File: src/rtl/ring_evt_arb.sv
// Event-building arbiter: waits for every enabled ringbuf channel to hold an event,
// then drains the channels one at a time in ascending order into a shared event buffer.
module ring_evt_arb #(
    parameter int N_CH    = 6,
    parameter int WPS     = 16,
    parameter int TMO_CYC = 1023
) (
    input  logic                CLK,
    input  logic                RST_RESYNC,
    input  logic                ENABLE,
    input  logic [6:0]          SAMP_MAX,
    input  logic [N_CH-1:0]     CH_MASK,
    input  logic [N_CH-1:0]     CH_RDY,
    input  logic [18*N_CH-1:0]  CH_DATA,
    input  logic [N_CH-1:0]     CH_PUSH,
    input  logic                EVT_BUF_AFL,
    output logic [N_CH-1:0]     GNT,
    output logic [17:0]         OUT_DATA,
    output logic                OUT_WE,
    output logic [2:0]          OUT_CH,
    output logic                EVT_DONE,
    output logic                BUSY,
    output logic [15:0]         EVT_CNT,
    output logic                ERR_TMO,
    output logic                ERR_PROTO
);

    localparam logic [1:0] ST_IDLE    = 2'd0;
    localparam logic [1:0] ST_GRANT   = 2'd1;
    localparam logic [1:0] ST_NEXT    = 2'd2;
    localparam logic [1:0] ST_EVT_END = 2'd3;

    localparam int            TW      = (TMO_CYC < 1) ? 1 : $clog2(TMO_CYC + 1);
    localparam logic [TW-1:0] TMO_VAL = TW'(TMO_CYC);

    logic [1:0]      r_state;
    logic [2:0]      r_ptr;
    logic [N_CH-1:0] r_mask;
    logic [11:0]     r_total;
    logic [11:0]     r_cnt;
    logic [TW-1:0]   r_timer;
    logic [17:0]     r_out_data;
    logic            r_out_we;
    logic [2:0]      r_out_ch;
    logic [15:0]     r_evt_cnt;
    logic            r_err_tmo;
    logic            r_err_proto;

    logic [17:0]     w_word [8];
    logic [7:0]      w_push8;
    logic            w_gnt_on;
    logic            w_push_own;
    logic            w_push_other;
    logic            w_start;
    logic [11:0]     w_total_calc;
    logic [11:0]     w_cnt_inc;
    logic            w_last;
    logic            w_tmo;
    logic [2:0]      w_first_ptr;
    logic [2:0]      w_next_ptr;
    logic            w_next_vld;

    // Pad channel words/pushes to 8 entries so a 3-bit pointer can index safely.
    genvar gi;
    generate
        for (gi = 0; gi < 8; gi++) begin : g_pad
            if (gi < N_CH) begin : g_ch
                assign w_word[gi]  = CH_DATA[18*gi +: 18];
                assign w_push8[gi] = CH_PUSH[gi];
            end else begin : g_zero
                assign w_word[gi]  = '0;
                assign w_push8[gi] = 1'b0;
            end
        end
    endgenerate

    assign w_gnt_on     = (r_state == ST_GRANT) && !EVT_BUF_AFL;
    assign w_push_own   = w_push8[r_ptr];
    assign w_push_other = |(w_push8 & ~(8'd1 << r_ptr));

    generate
        for (gi = 0; gi < N_CH; gi++) begin : g_gnt
            assign GNT[gi] = w_gnt_on && (r_ptr == 3'(gi));
        end
    endgenerate

    assign w_start = ENABLE && (CH_MASK != '0) &&
                     ((CH_RDY & CH_MASK) == CH_MASK) && !EVT_BUF_AFL;

    assign w_total_calc = 12'((int'(SAMP_MAX) + 1) * WPS);
    assign w_cnt_inc    = r_cnt + 12'd1;
    assign w_last       = w_push_own && (w_cnt_inc == r_total);
    assign w_tmo        = !w_push_own && (r_timer == TMO_VAL);

    always_comb begin
        w_first_ptr = 3'd0;
        for (int i = N_CH - 1; i >= 0; i--) begin
            if (CH_MASK[i]) begin
                w_first_ptr = 3'(i);
            end
        end
    end

    always_comb begin
        w_next_ptr = 3'd0;
        w_next_vld = 1'b0;
        for (int i = N_CH - 1; i >= 0; i--) begin
            if (r_mask[i] && (i > int'(r_ptr))) begin
                w_next_ptr = 3'(i);
                w_next_vld = 1'b1;
            end
        end
    end

    always_ff @(posedge CLK or posedge RST_RESYNC) begin
        if (RST_RESYNC) begin
            r_state     <= ST_IDLE;
            r_ptr       <= '0;
            r_mask      <= '0;
            r_total     <= '0;
            r_cnt       <= '0;
            r_timer     <= '0;
            r_out_data  <= '0;
            r_out_we    <= 1'b0;
            r_out_ch    <= '0;
            r_evt_cnt   <= '0;
            r_err_tmo   <= 1'b0;
            r_err_proto <= 1'b0;
        end else begin
            r_out_we <= 1'b0;
            if (w_push_other) begin
                r_err_proto <= 1'b1;
            end
            // Late pushes arriving while GNT is held low still count and are forwarded.
            if ((r_state == ST_GRANT) && w_push_own) begin
                r_out_data <= w_word[r_ptr];
                r_out_we   <= 1'b1;
                r_out_ch   <= r_ptr;
            end
            case (r_state)
                ST_IDLE: begin
                    if (w_start) begin
                        r_state <= ST_GRANT;
                        r_ptr   <= w_first_ptr;
                        r_mask  <= CH_MASK;
                        r_total <= w_total_calc;
                        r_cnt   <= '0;
                        r_timer <= '0;
                    end
                end
                ST_GRANT: begin
                    if (w_push_own) begin
                        r_cnt   <= w_cnt_inc;
                        r_timer <= '0;
                        if (w_last) begin
                            r_state <= ST_NEXT;
                        end
                    end else if (w_tmo) begin
                        r_err_tmo <= 1'b1;
                        r_state   <= ST_NEXT;
                    end else if (w_gnt_on) begin
                        r_timer <= r_timer + 1'b1;
                    end
                end
                ST_NEXT: begin
                    if (w_next_vld) begin
                        r_ptr   <= w_next_ptr;
                        r_cnt   <= '0;
                        r_timer <= '0;
                        r_state <= ST_GRANT;
                    end else begin
                        r_state <= ST_EVT_END;
                    end
                end
                default: begin
                    r_evt_cnt <= r_evt_cnt + 16'd1;
                    r_state   <= ST_IDLE;
                end
            endcase
        end
    end

    assign OUT_DATA  = r_out_data;
    assign OUT_WE    = r_out_we;
    assign OUT_CH    = r_out_ch;
    assign EVT_DONE  = (r_state == ST_EVT_END);
    assign BUSY      = (r_state != ST_IDLE);
    assign EVT_CNT   = r_evt_cnt;
    assign ERR_TMO   = r_err_tmo;
    assign ERR_PROTO = r_err_proto;

endmodule
File: config.mk
export PLATFORM = sky130hd
export DESIGN_NAME = ring_evt_arb
export DESIGN_NICKNAME = d
export VERILOG_FILES = /design/src/rtl/ring_evt_arb.sv
export SDC_FILE = /design/constraint.sdc
export NUM_CORES = 1
export LEC_CHECK = 0
export BUFFER_PORTS_ARGS = -buffer_cell sky130_fd_sc_hd__buf_4
export CAP_MARGIN = 20
export CELL_PAD_IN_SITES_DETAIL_PLACEMENT = 1
export CELL_PAD_IN_SITES_GLOBAL_PLACEMENT = 1
export CORE_AREA = 2 2 137 106
export CTS_CLUSTER_DIAMETER = 100
export DETAILED_ROUTE_END_ITERATION = 7
export DIE_AREA = 0 0 139 108
export PLACE_DENSITY_LB_ADDON = 0.1
export REMOVE_ABC_BUFFERS = 1
export SETUP_SLACK_MARGIN = 0.4
export SKIP_LAST_GASP = 1
export SYNTH_ARGS = -nofsm -noshare
export SYNTH_HDL_FRONTEND = slang
export SYNTH_SLANG_ARGS = --single-unit
File: constraint.sdc
create_clock -name CLK -period 3.1 [get_ports CLK]
set_input_delay 0.31 -clock CLK [delete_from_list [all_inputs] [get_ports CLK]]
set_output_delay 0.31 -clock CLK [all_outputs]
set_load 0.05 [all_outputs]
== Yosys cells after proc, flatten, opt, wreduce, memory -nomap -nowiden ==
Cells that the tools add are included.

* Reductions and logical operators: 34
* Muxes and demuxes: 41
* Add/subtract/negate cells: 4
* Shifts and indexed selects: 1
* Equality and inequality tests: 18
* $lt $le $gt $ge: 7
* Bitwise operators: 5

{| class="wikitable"
|+ Operators by type and width
! kind !! count
|-
| $bmux 18 s3 || 1
|-
| $mux 10 || 5
|-
| $mux 3 || 13
|-
| $mux 12 || 3
|-
| $mux 18 || 2
|-
| $pmux 12 s3 || 1
|-
| $pmux 10 s3 || 1
|-
| $logic_and 1x1->1 || 18
|-
| $add 16x1->16 const B || 1
|-
| $add 12x1->12 const B || 1
|-
| $eq 12x12->1 || 1
|-
| $ne 3x3->1 const B || 4
|-
| $add 10x1->10 const B || 1
|-
| $eq 10x10->1 const B || 1
|-
| $mux 2 || 5
|-
| $reduce_and 3->1 || 3
|-
| $add 7x1->8 const B || 1
|-
| $and 6x8->8 || 1
|-
| $not 8->8 || 1
|-
| $reduce_or 8->1 || 1
|-
| $shl 1x3->8 const A || 1
|-
| $mux 1 || 7
|-
| $and 6x6->6 || 1
|-
| $eq 3x2->1 const B || 2
|-
| 26 further kinds || 34
|}

* Word-level logic and storage cells: 122
* Register bits: 81
* Bits of input ports: 137
* Output and inout port bits: 48

== Logic depth before layout (Yosys ltp) ==
* Word-level depth: 9
* Depth in mapped cells: 8
* Gate-level depth less buffers: 7

== Worst setup path after synthesis ==
OpenSTA, ideal clock, no wires.

* Path type: register to output
* From: register r_ptr[0]
* To: output port GNT[0]
* Data required time: 2790 ps
* Buffers on the path: 2
* Setup slack: 573 ps
* Cell stages (with the launch flop): 5
* Data arrival time: 2217 ps
* Cell sequence: dfrtp_1 > buf_6 > buf_2 > or3_1 > nor3_1

* Longest elaborated chain between the ends: 2

{| class="wikitable"
|+ RTL lines
! item !! line !! RTL
|-
| from (decl) || 37 || <nowiki>logic [2:0] r_ptr;</nowiki>
|-
| from (signal assigned) || 144 || <nowiki>r_ptr <= w_first_ptr;</nowiki>
|-
| from (signal assigned) || 167 || <nowiki>r_ptr <= w_next_ptr;</nowiki>
|-
| $logic_not 3->1 || 83 || <nowiki>assign GNT[gi] = w_gnt_on && (r_ptr == 3'(gi));</nowiki>
|-
| $logic_and 1x1->1 || 83 ||
|-
| to (decl) || 17 || <nowiki>output logic [N_CH-1:0] GNT,</nowiki>
|}

No other way between the ends.

== Worst setup path in the final report ==
* From: register r_ptr[1]
* To: register r_cnt[6]

* Longest elaborated chain between the ends: 9
* Elaborated cells on any way between the ends: 20
* Those cells by class: order compare (5); eq/ne (2); mux (7); reduce/logical (6)

{| class="wikitable"
|+ RTL lines
! item !! line !! RTL
|-
| $gt 3x3->1 || 108 || <nowiki>if (r_mask[i] && (i > int'(r_ptr))) begin</nowiki>
|-
| $logic_and 1x1->1 || 108 ||
|-
| $mux 1 (5 in series) || 108 ||
|-
| $ne 2x2->1 (no line) || - ||
|-
| $reduce_and 4->1 (no line) (*) || - ||
|-
| to (signal assigned) || 153 || <nowiki>r_cnt <= w_cnt_inc;</nowiki>
|-
| to (decl) || 40 || <nowiki>logic [11:0] r_cnt;</nowiki>
|}

Every way passes the cells marked *; elsewhere a longest branch is shown, timed or not. The select of a mux whose other input is x is not followed.
A chain may end at the register's enable or synchronous reset.

==> run summary <==
Row count - 37
Combinational power share - 0.520
Worst-path clk slew - 60 ps
Post-Syn Area - 0.00498 mm^2
Worst vdd rail ir drop - 0.441 mV
HP Class - in -> async
Worst Setup Path Type - reg -> reg
Status - finished, final reports clean
Yosys warns - 0
Met1 usage - 0.258
Worst Path Max Fanout - 17
GRT Total Usage - 0.210
Final setup vio count - 0
Drt via density - 5.31
Initial antenna violation count - 0
First-pass GRT wire length - 25.2 mm
Post-Synthesis Cells - 543
# hold bufs at CTS - 0
Initial Util - 0.368
Initial DRT Pass Iterations - 4
Post-synth EDFFs - 0
RSZ-0062 raised after global routing - no
Final Slew Violations - 0
Synth top area cells - dfrtp_1, mux4_2, o21ai_0
Total gr overflow - 0
CTS tree - built
Pleak - 3.22 nW
CTS Buf Count - 9
Async set or reset register ratio after synthesis - 1.00
Net Switching - 0.00258 W
Int Pwr - 0.00314 W
Post-CTS Setup Repair Bufs - 0
Power Total - 0.00572 W
Htree depth - 3
Register share of total power - 0.289
Grt met3 use - 0.0434
Filler Cell Count - 1582
Share of layout cells above drive strength 1 - 0.336
Via Count - 4756
Max-cap violations - 0
Footprint of the multi-input gates - 0.00280 mm^2
Die width - 139 um
Slew headroom - 0.475
Worst slew pin tran - 787 ps
Worst path arrival time - 2710 ps
Post-route ant nets - 0
Worst Setup Start Kind - flop
Avg Inst Size Synth - 9.17 um^2
Diode count - 0
Layout area overhead - 37.1%
Clk root buf - clkbuf_16
Post_cts resized - 0
WP data required - 3360 ps
Core area - 0.0135 mm^2
Largest net degree at the start of global routing - 46
Routed WL per cell - 17.7 um
Post-synth top area share - 0.402
Yosys reg bits - 80
Min Tclk post-route - 2450 ps
Prevailing post-synth register cell - dfrtp_1
Pwr dens - 838 mW/mm^2
Largest area contributor in the netlist - dfrtp_1
Vias in the first global route - 4919
Die Y - 108 um
GR peak layer - met2
Sink Count - 80
Residual DRC - 0
Gpl congestion - 0.832
Port buffer count - 184
Sequential area share after synthesis - 0.402
Iteration-0 DRC Markers - 198
Met2 Use GR - 0.382
HPWL Detailed - 12.2 mm
Period Utilization, post-route - 0.790
Switching portion of total power - 0.451
Post-Route WL - 15.9 mm
Distinct cell type count of the synthesized netlist - 52
Worst setup EP type - flop
Fmax - 408 MHz
Hold Vio Cnt, Final - 0
Clock buffer depth - 2
Nets - 858
Clk_skew - 6.29 ps
Placed inst area - 0.00652 mm^2
IO Count - 185
Design area - 0.00683 mm^2
Reg area - 0.00200 mm^2
Worst-skew pair later-pin latency - 340 ps
Die ar. - 0.0150 mm^2
Clk pwr share - 0.191
-- through the flow --
step | setup TNS, ps | setup slack (ps) | hold WS, ps | std cells | util
2_1_floorplan | -42950 | -1580 | 422 | 512 | -
3_3_place_gp | 0 | 745 | 462 | 880 | 0.482
3_5_place_dp | 0 | 660 | 461 | 880 | 0.482
4_1_cts | 0 | 650 | 121 | 896 | 0.505
5_1_grt | 0 | 465 | 158 | 896 | 0.505
6_report | 0 | 650 | 106 | 896 | 0.505
-- worst max-delay path, cell delays in order (launching register included) --
cell and delay [ps]:
dfrtp_1 700, nor2_1 190, a31o_2 300, or3_4 360, nand3_1 370, nor2_1 80, buf_4 180, a31oi_1 180
-- routing by layer --
layer  part of all wire  up-vias
li1                   -     2299
met1               0.43     2311
met2               0.51      130
met3              0.052       16
met4              0.012        0
met5                  0        -
-- area by class of cell --
type / count / share of cell area
timing repair buffer: 193 / 0.212
clock inverter: 4 / 0.00770
multi-input combinational: 419 / 0.410
tap: 175 / 0.0321
inverter: 13 / 0.00733
clock buffer: 12 / 0.0376
sequential: 80 / 0.293
-- Yosys cell counts, types with 10 or more instances --
cell and number:
dfrtp_1 80, nand2_1 67, o21ai_0 55, nor2_1 54, a21oi_1 33, mux2i_1 23
nand3_1 22, mux4_2 18, xnor2_1 17, and3_1 16, clkbuf_1 15, inv_1 13
xor2_1 13, buf_2 12, a31oi_1 11, nand2b_1 10
-- worst paths after layout --
kind / from / to / slack (ps) / cells past startpoint
min: RST_RESYNC / EVT_CNT[6]$_DFFE_PP0N_ / 110 / 2
min in group CLK: SAMP_MAX[0] / r_total[4]$_DFFE_PP0P_ / 190 / 2
max in group asynchronous: RST_RESYNC / r_total[8]$_DFFE_PP0P_ / 2240 / 3
max: r_ptr[1]$_DFFE_PP0P_ / r_cnt[6]$_DFFE_PP0P_ / 650 / 7
max reg2reg: r_ptr[1]$_DFFE_PP0P_ / r_cnt[6]$_DFFE_PP0P_ / 650 / 7
min reg2reg: EVT_CNT[15]$_DFFE_PP0N_ / EVT_CNT[15]$_DFFE_PP0N_ / 460 / 1
-- power groups by stage --
stage	Clock, W	Sequential, W	Combinational (W)
after floorplan	0	0.00223	0.00141
final	0.00109	0.00165	0.00298
after detailed placement	0	0.00168	0.00299
after global routing	0.00116	0.00170	0.00323
after CTS	0.00112	0.00166	0.00300
after global placement	0	0.00166	0.00292
-- cells by family (layout without fill, tap and decap cells) --
family / count (synthesis) / count (layout) / synth area share
compound gates: 130 / 130 / 0.154
xor+xnor: 30 / 30 / 0.0528
fa+ha+maj: 5 / 5 / 0.0126
buf+inv: 44 / 222 / 0.0387
flops: 80 / 80 / 0.402
mux: 48 / 48 / 0.143
simple gates: 206 / 206 / 0.196
-- state kept, by name (all words and copies together) (netlist names) --
name,count
ERR_PROTO,1
ERR_TMO,1
EVT_CNT,16
OUT_CH,3
OUT_DATA,18
OUT_WE,1
r_cnt,12
r_mask,5
r_ptr,3
r_state,2
r_timer,10
r_total,8
-- cell usage in the layout, fill, tap and decap left out, types with 8 or more instances in the layout --
| cell type | netlist | routed |
|---|---|---|
| buf_4 | 1 | 193 |
| dfrtp_1 | 80 | 79 |
| nand2_1 | 67 | 67 |
| o21ai_0 | 55 | 55 |
| nor2_1 | 54 | 54 |
| a21oi_1 | 33 | 33 |
| mux2i_1 | 23 | 23 |
| nand3_1 | 22 | 22 |
| mux4_2 | 18 | 18 |
| xnor2_1 | 17 | 17 |
| and3_1 | 16 | 16 |
| xor2_1 | 13 | 13 |
| inv_1 | 13 | 12 |
| a31oi_1 | 11 | 11 |
| nand2b_1 | 10 | 10 |
| clkbuf_16 | 0 | 9 |
| nor3_1 | 8 | 8 |
Note: power is estimated with default switching activity, not from simulation.
